**src/rtl/sseg_scan_decoder.sv**
```systemverilog
// sseg_scan_decoder
// Snoops a multiplexed seven-segment scan bus (active-low cathodes and anodes),
// waits for each digit slot to settle, decodes the glyph back to a hex nibble
// plus decimal point, and publishes a complete frame once every digit was seen.
module sseg_scan_decoder #(
    parameter int NUM_DIGITS    = 8,
    parameter int STABLE_CYCLES = 4
) (
    input  logic                    clk,
    input  logic                    rst_n,
    input  logic [7:0]              sseg_ca,
    input  logic [7:0]              sseg_an,
    output logic [4*NUM_DIGITS-1:0] digits,
    output logic [NUM_DIGITS-1:0]   dp,
    output logic [NUM_DIGITS-1:0]   digit_ok,
    output logic                    frame_valid
);

    localparam int CNT_W = $clog2(STABLE_CYCLES + 1);
    localparam int IDX_W = (NUM_DIGITS > 1) ? $clog2(NUM_DIGITS) : 1;

    typedef enum logic [1:0] {
        IDLE   = 2'd0,
        SETTLE = 2'd1,
        HOLD   = 2'd2
    } state_t;

    state_t                  state_reg, state_next;
    logic [CNT_W-1:0]        cnt_reg, cnt_next;
    logic [7:0]              ca_reg, an_reg;
    logic [7:0]              ca_prev_reg, an_prev_reg;
    logic [NUM_DIGITS-1:0]   seen_reg, seen_next;
    logic [NUM_DIGITS-1:0]   slot_sel;
    logic                    slot_active;
    logic [IDX_W-1:0]        slot_idx;
    logic                    pair_changed;
    logic                    capture;
    logic                    frame_fire;
    logic [3:0]              glyph_nib;
    logic                    glyph_ok;
    logic [4*NUM_DIGITS-1:0] shadow_digits;
    logic [NUM_DIGITS-1:0]   shadow_dp;
    logic [NUM_DIGITS-1:0]   shadow_ok;

    // Active-low 7-segment code (bit0 = a .. bit6 = g) back to {legal, nibble}.
    function automatic logic [4:0] decode_glyph(input logic [6:0] seg);
        logic [4:0] res;
        case (seg)
            7'h40:   res = {1'b1, 4'h0};
            7'h79:   res = {1'b1, 4'h1};
            7'h24:   res = {1'b1, 4'h2};
            7'h30:   res = {1'b1, 4'h3};
            7'h19:   res = {1'b1, 4'h4};
            7'h12:   res = {1'b1, 4'h5};
            7'h02:   res = {1'b1, 4'h6};
            7'h78:   res = {1'b1, 4'h7};
            7'h00:   res = {1'b1, 4'h8};
            7'h10:   res = {1'b1, 4'h9};
            7'h08:   res = {1'b1, 4'hA};
            7'h03:   res = {1'b1, 4'hB};
            7'h46:   res = {1'b1, 4'hC};
            7'h21:   res = {1'b1, 4'hD};
            7'h06:   res = {1'b1, 4'hE};
            7'h0E:   res = {1'b1, 4'hF};
            default: res = {1'b0, 4'h0};
        endcase
        return res;
    endfunction

    // Register the scan bus once, and keep the previous registered pair for change detection.
    always_ff @(posedge clk or negedge rst_n) begin
        if (!rst_n) begin
            ca_reg      <= 8'hFF;
            an_reg      <= 8'hFF;
            ca_prev_reg <= 8'hFF;
            an_prev_reg <= 8'hFF;
        end else begin
            ca_reg      <= sseg_ca;
            an_reg      <= sseg_an;
            ca_prev_reg <= ca_reg;
            an_prev_reg <= an_reg;
        end
    end

    assign slot_sel     = ~an_reg[NUM_DIGITS-1:0];
    assign slot_active  = $onehot(slot_sel);
    assign pair_changed = (ca_reg != ca_prev_reg) || (an_reg != an_prev_reg);
    assign frame_fire   = (seen_reg == {NUM_DIGITS{1'b1}});
    assign {glyph_ok, glyph_nib} = decode_glyph(ca_reg[6:0]);

    // Index of the single lit anode (meaningful only while slot_active).
    always_comb begin
        slot_idx = '0;
        for (int i = 0; i < NUM_DIGITS; i++) begin
            if (slot_sel[i]) begin
                slot_idx = IDX_W'(i);
            end
        end
    end

    // FSM state and settle counter registers.
    always_ff @(posedge clk or negedge rst_n) begin
        if (!rst_n) begin
            state_reg <= IDLE;
            cnt_reg   <= '0;
        end else begin
            state_reg <= state_next;
            cnt_reg   <= cnt_next;
        end
    end

    // Next-state: settle on a one-hot slot, capture once stable, hold until the pair moves.
    always_comb begin
        state_next = state_reg;
        cnt_next   = cnt_reg;
        capture    = 1'b0;
        case (state_reg)
            IDLE: begin
                if (slot_active) begin
                    state_next = SETTLE;
                    cnt_next   = CNT_W'(1);
                end
            end
            SETTLE: begin
                if (pair_changed) begin
                    state_next = slot_active ? SETTLE : IDLE;
                    cnt_next   = CNT_W'(1);
                end else if (cnt_reg == CNT_W'(STABLE_CYCLES)) begin
                    capture    = 1'b1;
                    state_next = HOLD;
                end else begin
                    cnt_next = cnt_reg + CNT_W'(1);
                end
            end
            HOLD: begin
                if (pair_changed) begin
                    state_next = slot_active ? SETTLE : IDLE;
                    cnt_next   = CNT_W'(1);
                end
            end
            default: begin
                state_next = IDLE;
                cnt_next   = '0;
            end
        endcase
    end

    // Seen mask clears when a frame is published; a same-cycle capture opens the next frame.
    always_comb begin
        seen_next = frame_fire ? '0 : seen_reg;
        if (capture) begin
            seen_next[slot_idx] = 1'b1;
        end
    end

    // Seen-mask register.
    always_ff @(posedge clk or negedge rst_n) begin
        if (!rst_n) begin
            seen_reg <= '0;
        end else begin
            seen_reg <= seen_next;
        end
    end

    // One shadow slot per digit; the latest capture of a digit wins until the frame is published.
    generate
        for (genvar gi = 0; gi < NUM_DIGITS; gi++) begin : g_shadow
            logic [3:0] nib_reg;
            logic       dp_reg;
            logic       ok_reg;

            // Capture the decoded glyph when this digit's slot is the one being captured.
            always_ff @(posedge clk or negedge rst_n) begin
                if (!rst_n) begin
                    nib_reg <= 4'h0;
                    dp_reg  <= 1'b0;
                    ok_reg  <= 1'b0;
                end else if (capture && (slot_idx == IDX_W'(gi))) begin
                    nib_reg <= glyph_nib;
                    dp_reg  <= ~ca_reg[7];
                    ok_reg  <= glyph_ok;
                end
            end

            assign shadow_digits[4*gi +: 4] = nib_reg;
            assign shadow_dp[gi]            = dp_reg;
            assign shadow_ok[gi]            = ok_reg;
        end
    endgenerate

    // Publish the completed frame and pulse frame_valid for one cycle.
    always_ff @(posedge clk or negedge rst_n) begin
        if (!rst_n) begin
            digits      <= '0;
            dp          <= '0;
            digit_ok    <= '0;
            frame_valid <= 1'b0;
        end else begin
            frame_valid <= frame_fire;
            if (frame_fire) begin
                digits   <= shadow_digits;
                dp       <= shadow_dp;
                digit_ok <= shadow_ok;
            end
        end
    end

endmodule

```
**config.mk**
```make
export PLATFORM = sky130hd
export DESIGN_NAME = sseg_scan_decoder
export DESIGN_NICKNAME = d
export VERILOG_FILES = /design/src/rtl/sseg_scan_decoder.sv
export SDC_FILE = /design/constraint.sdc
export NUM_CORES = 1
export LEC_CHECK = 0
export CELL_PAD_IN_SITES_DETAIL_PLACEMENT = 1
export CELL_PAD_IN_SITES_GLOBAL_PLACEMENT = 2
export CORE_ASPECT_RATIO = 0.9
export CORE_MARGIN = 1.5
export CORE_UTILIZATION = 40
export DETAILED_ROUTE_END_ITERATION = 12
export GPL_TIMING_DRIVEN = 0
export PLACE_DENSITY = 0.84
export SYNTH_ARGS = -nofsm -noshare
export SYNTH_HDL_FRONTEND = slang
export SYNTH_SLANG_ARGS = --single-unit
```
**constraint.sdc**
```tcl
create_clock -name clk -period 5.95 [get_ports clk]
set_clock_uncertainty 0.1 [all_clocks]
set_input_delay 1.785 -clock clk [delete_from_list [all_inputs] [get_ports clk]]
set_output_delay 1.785 -clock clk [all_outputs]
set_load 0.01 [all_outputs]
```
==> reports/metrics.cfg <==
[outcome]
status=finished, final reports clean

[floorplanning]
core_area_sq_um=14660
die_area_sq_um=15670
die_y_um=118.9
ioPinCount=67
start_util_pct=40.72
rows=42
die_w_um=131.8

[pwr]
ir_drop_uv=263.9
powerDensity_nw_per_um2=292.9
leakage_nw=3.650
power_mw=2.202

[logic_synthesis]
syn_nets=535
synth_edf_count=0
yosysTopAreaCellShare_pct=46.11
synth_ff_type=dfrtp_1
avgSynthCellArea_sq_um=11.75
ys_ff_latch=142
seq_area_frac_synth_pct=60.20
syn_area_sq_um=5969
synth.area.top_cells=dfrtp_1 (46%), dfstp_2 (14%), nand2_1 (9.1%), mux2_1 (3.8%), mux2_4 (2.5%)
synthCells=508
yosysTopAreaCell=dfrtp_1
ys_warn_count=0
yosys.cell_types.count=54
ys_top_cells_by_count=nand2_1 (144), dfrtp_1 (110), dfstp_2 (32)
synthArstFlopShare_pct=100.0
yosysMostFrequentCell=nand2_1

[place]
gp_congestion=0.7715
dp_slack_ps=2063
port_buffers=66
place_area_sq_um=6907
dpl.cell_count=773
hpwl_um=9237

[route]
first_pass_iters=4
drt_wl_total_um=13230
antenna_left=0
vias=3953
drc=0
wl_per_cell_um=16.46
drt_first_iter_violations=132
via_per_inst=4.917

[layout]
design_area_sq_um=7520
stdcell_count=804
utilization_pct=51.29
drive_above_1_share_pct=18.32
n_antenna_cell=0
nNetsFinal=621
area_growth_pct=25.97

[global_route]
gr-usage-all-layers_pct=18.24
grt_pass1_wl_um=22340
antenna_found_initial=0
grt_pass1_vias=4433
grt_max_degree=76
grt_overflow=0

[clocking]
cts_max_path_buffers=2
cts_tree=built
postCtsHoldBufs=0
clock_latency_ps=410
cts_post_setup_buffers_inserted=0
clk_pin_slew_ps=50
cts_buffers=17
cts_root_buffer=clkbuf_16
cts_resized=0
cts_sinks=142
cts_max_level=4

[worst_setup_path]
critical-path-max-stage-delay_ps=620
crit_type=reg2reg
crit_fanout=6
critPathBufInv=2
critical_path_arrival_ps=4080
crit_slowest_cell=dfstp_2
cp.required_ps=6140
crit_path_end_kind=flip-flop
critPathTopFamily=adder cells
worstPathCellList=fa_1, inv_1, fa_1, fa_1, ha_1, inv_1, fa_1, nand2b_1, o21ai_0, a311oi_1, o21bai_1, a22oi_1
crit_top_cell=fa_1
cp-start-kind=flip-flop

[sta]
fin_crit_ps=3894
drv_slew=0
final-setup-viol-count=0
grt_setup_unrepaired=false
fin_ws_ps=2056
tns_ps=0
clock.fmax_mhz=256.8
post-route-period-util_pct=65.45
slew_headroom_pct=43.36
worst_pin_slew_ps=844.0
finalHoldViolations=0
holdWs_ps=273.6

[hold_path]
hp-class=reg2reg

[run]
max_cap_violations=0

## metal layers
layer  vias up  track usage, %  share of wire, %
met5         -               0                 0
met4         0           4.722              0.97
met3        12           4.725               3.3
met2        71           31.38                50
met1      2013           22.98                46
li1       1857               -                 -
## final cells by class
class                           count  area (sq um)
Inverter                           25         93.84
Fill cell                        1528          7142
Multi-Input combinational cell    316          2165
Sequential cell                   142          3593
Tap cell                          198         247.7
Clock inverter                     11         138.9
Timing Repair Buffer               67         689.4
Clock buffer                       20         466.7
Buffer                             25         125.1
## worst reg2reg max path, cell delays in order, from the launching register on
cell	delay, ps
dfstp_2	620
fa_1	430
inv_1	80
fa_1	420
fa_1	490
ha_1	180
inv_1	60
fa_1	370
nand2b_1	90
o21ai_0	120
a311oi_1	510
o21bai_1	190
a22oi_1	100
## worst paths after layout
check / start / to / slack, ps / cells after the start
max in group asynchronous: rst_n / dp[1] / 3710 / 2
worst max register to register: an_reg[3] / cnt_reg[0] / 2060 / 12
worst max-delay path: an_reg[3] / cnt_reg[0] / 2060 / 12
worst min-delay path: ca_reg[7] / ca_prev_reg[7] / 270 / 0
min in group asynchronous: rst_n / digits[17] / 1270 / 1
worst min register to register: ca_reg[7] / ca_prev_reg[7] / 270 / 0
## placed cells by master, fill, tap and decap left out, types with 9 or more instances in the layout
master,instances
clkbuf_1,15
clkbuf_16,17
dfrtp_1,110
mux2i_1,9
inv_1,25
xor2_1,17
mux2_2,10
mux2_1,20
clkdlybuf4s50_1,65
nand2_1,144
dfstp_2,32
mux2_4,10
o21ai_0,13
## logic make-up after synthesis
| logic type | after synthesis | synth area share (%) |
|---|---|---|
| adders and majority gates | 10 | 2.557 |
| muxes | 49 | 9.684 |
| DFF | 142 | 60.20 |
| buffers and inverters | 50 | 3.668 |
| xor gates and xnor gates | 18 | 2.767 |
| and+or+nand+nor | 198 | 16.62 |
| AOI/OAI and AO/OA | 41 | 4.506 |
## power by group
part	internal (mW)	switching, mW	total (mW)	leakage, nW
clock network	0.687	0.385	1.07	0.301
registers	0.989	0.0152	1.00	1.87
logic	0.0515	0.0745	0.126	1.48
Note: power is estimated with default switching activity, not from simulation.
==> variant (config.mk and constraints unchanged) <==
Set the parameter `NUM_DIGITS` to 4 (it was 8).
--- a/src/rtl/sseg_scan_decoder.sv
+++ b/src/rtl/sseg_scan_decoder.sv
@@ -5,3 +5,3 @@
 module sseg_scan_decoder #(
-    parameter int NUM_DIGITS    = 8,
+    parameter int NUM_DIGITS    = 4,
     parameter int STABLE_CYCLES = 4
Ports: changed (resized digit_ok, digits and dp); port bits go from 67 to 43. The function was not compared with the original's and may differ.
==> variant against the unedited design <==
Critical path depth is 11 lower. Count of clock-buffer cells in the layout is 10 lower. Total power is 49% lower. Cell count is 37% lower. Sequential power is 36% lower. Sequential cell count is 52 lower. Wire length is 45% lower. Worst setup slack better by 0.72 ns. Area after synthesis is 38% lower. Synthesized cell count is 37% lower. Core utilization is 1.7 points lower. Design area is 40% lower.
==> variant: results (changes against the unedited design) <==
| Metric | Value |
|---|---|
| Clock power share | `0.359 (was 0.487)` |
| Resize count post-CTS | `0 (unchanged)` |
| Slowest-stage cell, CP | `clkdlybuf4s50_1 (was dfstp_2)` |
| Outcome | `completed (unchanged)` |
| Clk Tree Root Cell | `clkbuf_8 (was clkbuf_16)` |
| Yosys cell types | `47 (was 54)` |
| Clk slew on worst S/H paths | `0.10 ns (was 0.05 ns)` |
| CP peak stage delay | `0.54 ns (was 0.62 ns)` |
| Syn Inst Count | `322 (was 508)` |
| Synth top area cells | `dfrtp_1, dfstp_2, nand2_1, mux2_2, xor2_1 (was dfrtp_1, dfstp_2, nand2_1, mux2_1, mux2_4)` |
| Routability cong. | `0.822 (was 0.772)` |
| CTS Buffer Depth | `2 (unchanged)` |
| Drt initial violations | `80 (was 132)` |
| # nets final | `399 (was 621)` |
| Sequential fraction of the synthesis area | `0.616 (was 0.602)` |
| DR WL/cell | `14.4 µm (was 16.5 µm)` |
| Worst-Skew Late Latency | `0.36 ns (was 0.41 ns)` |
| Worst reg2reg endpoint | `g_shadow[0].nib_reg[0] (was cnt_reg[0])` |
| Worst Setup EP | `digits[2] (was cnt_reg[0])` |
| Port Buffers | `42 (was 66)` |
| Clock period minus worst slack | `3.17 ns (was 3.89 ns)` |
| Global-route wire length before repair | `12.2 mm (was 22.3 mm)` |
| CP top delay family | `buffers and inverters (was adder cells)` |
| DR vias | `2434 (was 3953)` |
| Hold WC Path Type | `reg2reg (unchanged)` |
| Mapped Nets | `345 (was 535)` |
| Switching share of power | `0.260 (was 0.216)` |
| Max VDD drop | `0.133 mV (was 0.264 mV)` |
| CTS buffer count | `9 (was 17)` |
| Placed insts | `487 (was 773)` |
| Setup crit start | `digits[2] (was an_reg[3])` |
| R2r worst-path depth | `5 (was 12)` |
| Synth top cells by count | `nand2_1, dfrtp_1, dfstp_2, xor2_1, mux2_2 (was nand2_1, dfrtp_1, dfstp_2, inv_1, mux2_1)` |
| Static Leak | `2.13 nW (was 3.65 nW)` |
| Seq pwr | `0.644 mW (was 1.00 mW)` |
| Critical path peak fanout | `2 (was 6)` |
| Worst-margin pin slew | `0.975 ns (was 0.844 ns)` |
| Dpl hpwl | `5.16 mm (was 9.24 mm)` |
| Vias in the first global route | `2495 (was 4433)` |
| R2R Setup Slk | `3.19 ns (was 2.06 ns)` |
| # fillers | `1006 (was 1528)` |
| Gr usage total | `0.160 (was 0.182)` |
| Worst EP arrival | `1.28 ns (was 4.08 ns)` |
| Sw Pwr | `0.290 mW (was 0.475 mW)` |
| Routed WL | `7.22 mm (was 13.2 mm)` |
| Htree depth | `3 (was 4)` |
| Fraction of layout cells with a size suffix above 1 | `0.202 (was 0.183)` |
| Largest net degree at the start of global routing | `74 (was 76)` |
| Pre-CTS setup slack | `3.16 ns (was 2.06 ns)` |
| Critical R2R Launch | `ca_reg[5] (was an_reg[3])` |
[variant: worst min path at each step]
stage | from | endpoint | slack (ns) | cells past startpoint
global placement | ca_reg[0] | ca_prev_reg[0] | 0.25 | 0
finish | ca_reg[2] | ca_prev_reg[2] | 0.27 | 0
global route | ca_reg[2] | ca_prev_reg[2] | 0.28 | 0
detailed placement | ca_reg[2] | ca_prev_reg[2] | 0.26 | 0
CTS | ca_reg[2] | ca_prev_reg[2] | 0.27 | 0
floorplan | ca_reg[0] | ca_prev_reg[0] | 0.25 | 0
[variant: metrics by stage]
stage                     area [µm²]  utilization
after floorplan                 3720            -
after global placement          4300        0.473
after detailed placement        4320        0.476
after CTS                       4510        0.496
after global routing            4510        0.496
final                           4510        0.496
[variant: cells by family (layout without fill, tap and decap cells)]
kind of cell / Yosys count / count (layout) / share of synthesized area
xor gates and xnor gates: 17 / 17 / 0.0400
muxes: 26 / 26 / 0.0796
and+or+nand+nor: 124 / 124 / 0.157
buffers and inverters: 30 / 89 / 0.0346
DFF: 90 / 90 / 0.616
adders and majority gates: 6 / 6 / 0.0215
AOI/OAI and AO/OA: 29 / 29 / 0.0517
[variant: cell type report]
type / instances / area [µm²] / share of cell area
Inverter: 14 / 52.6 / 0.0117
Clock inverter: 6 / 57.6 / 0.0128
Tap cell: 122 / 153 / 0.0339
Timing Repair Buffer: 43 / 445 / 0.0988
Multi-Input combinational cell: 202 / 1300 / 0.289
Clock buffer: 10 / 128 / 0.0283
Buffer: 16 / 76.3 / 0.0169
Sequential cell: 90 / 2290 / 0.509
[variant: per-layer routing]
metal / part of all wire / wire length (µm) / GRT usage
met1: 0.47 / 3410 / 0.205
met2: 0.48 / 3490 / 0.265
met3: 0.028 / 205 / 0.0352
met4: 0.017 / 125 / 0.0719
met5: 0 / 0 / 0
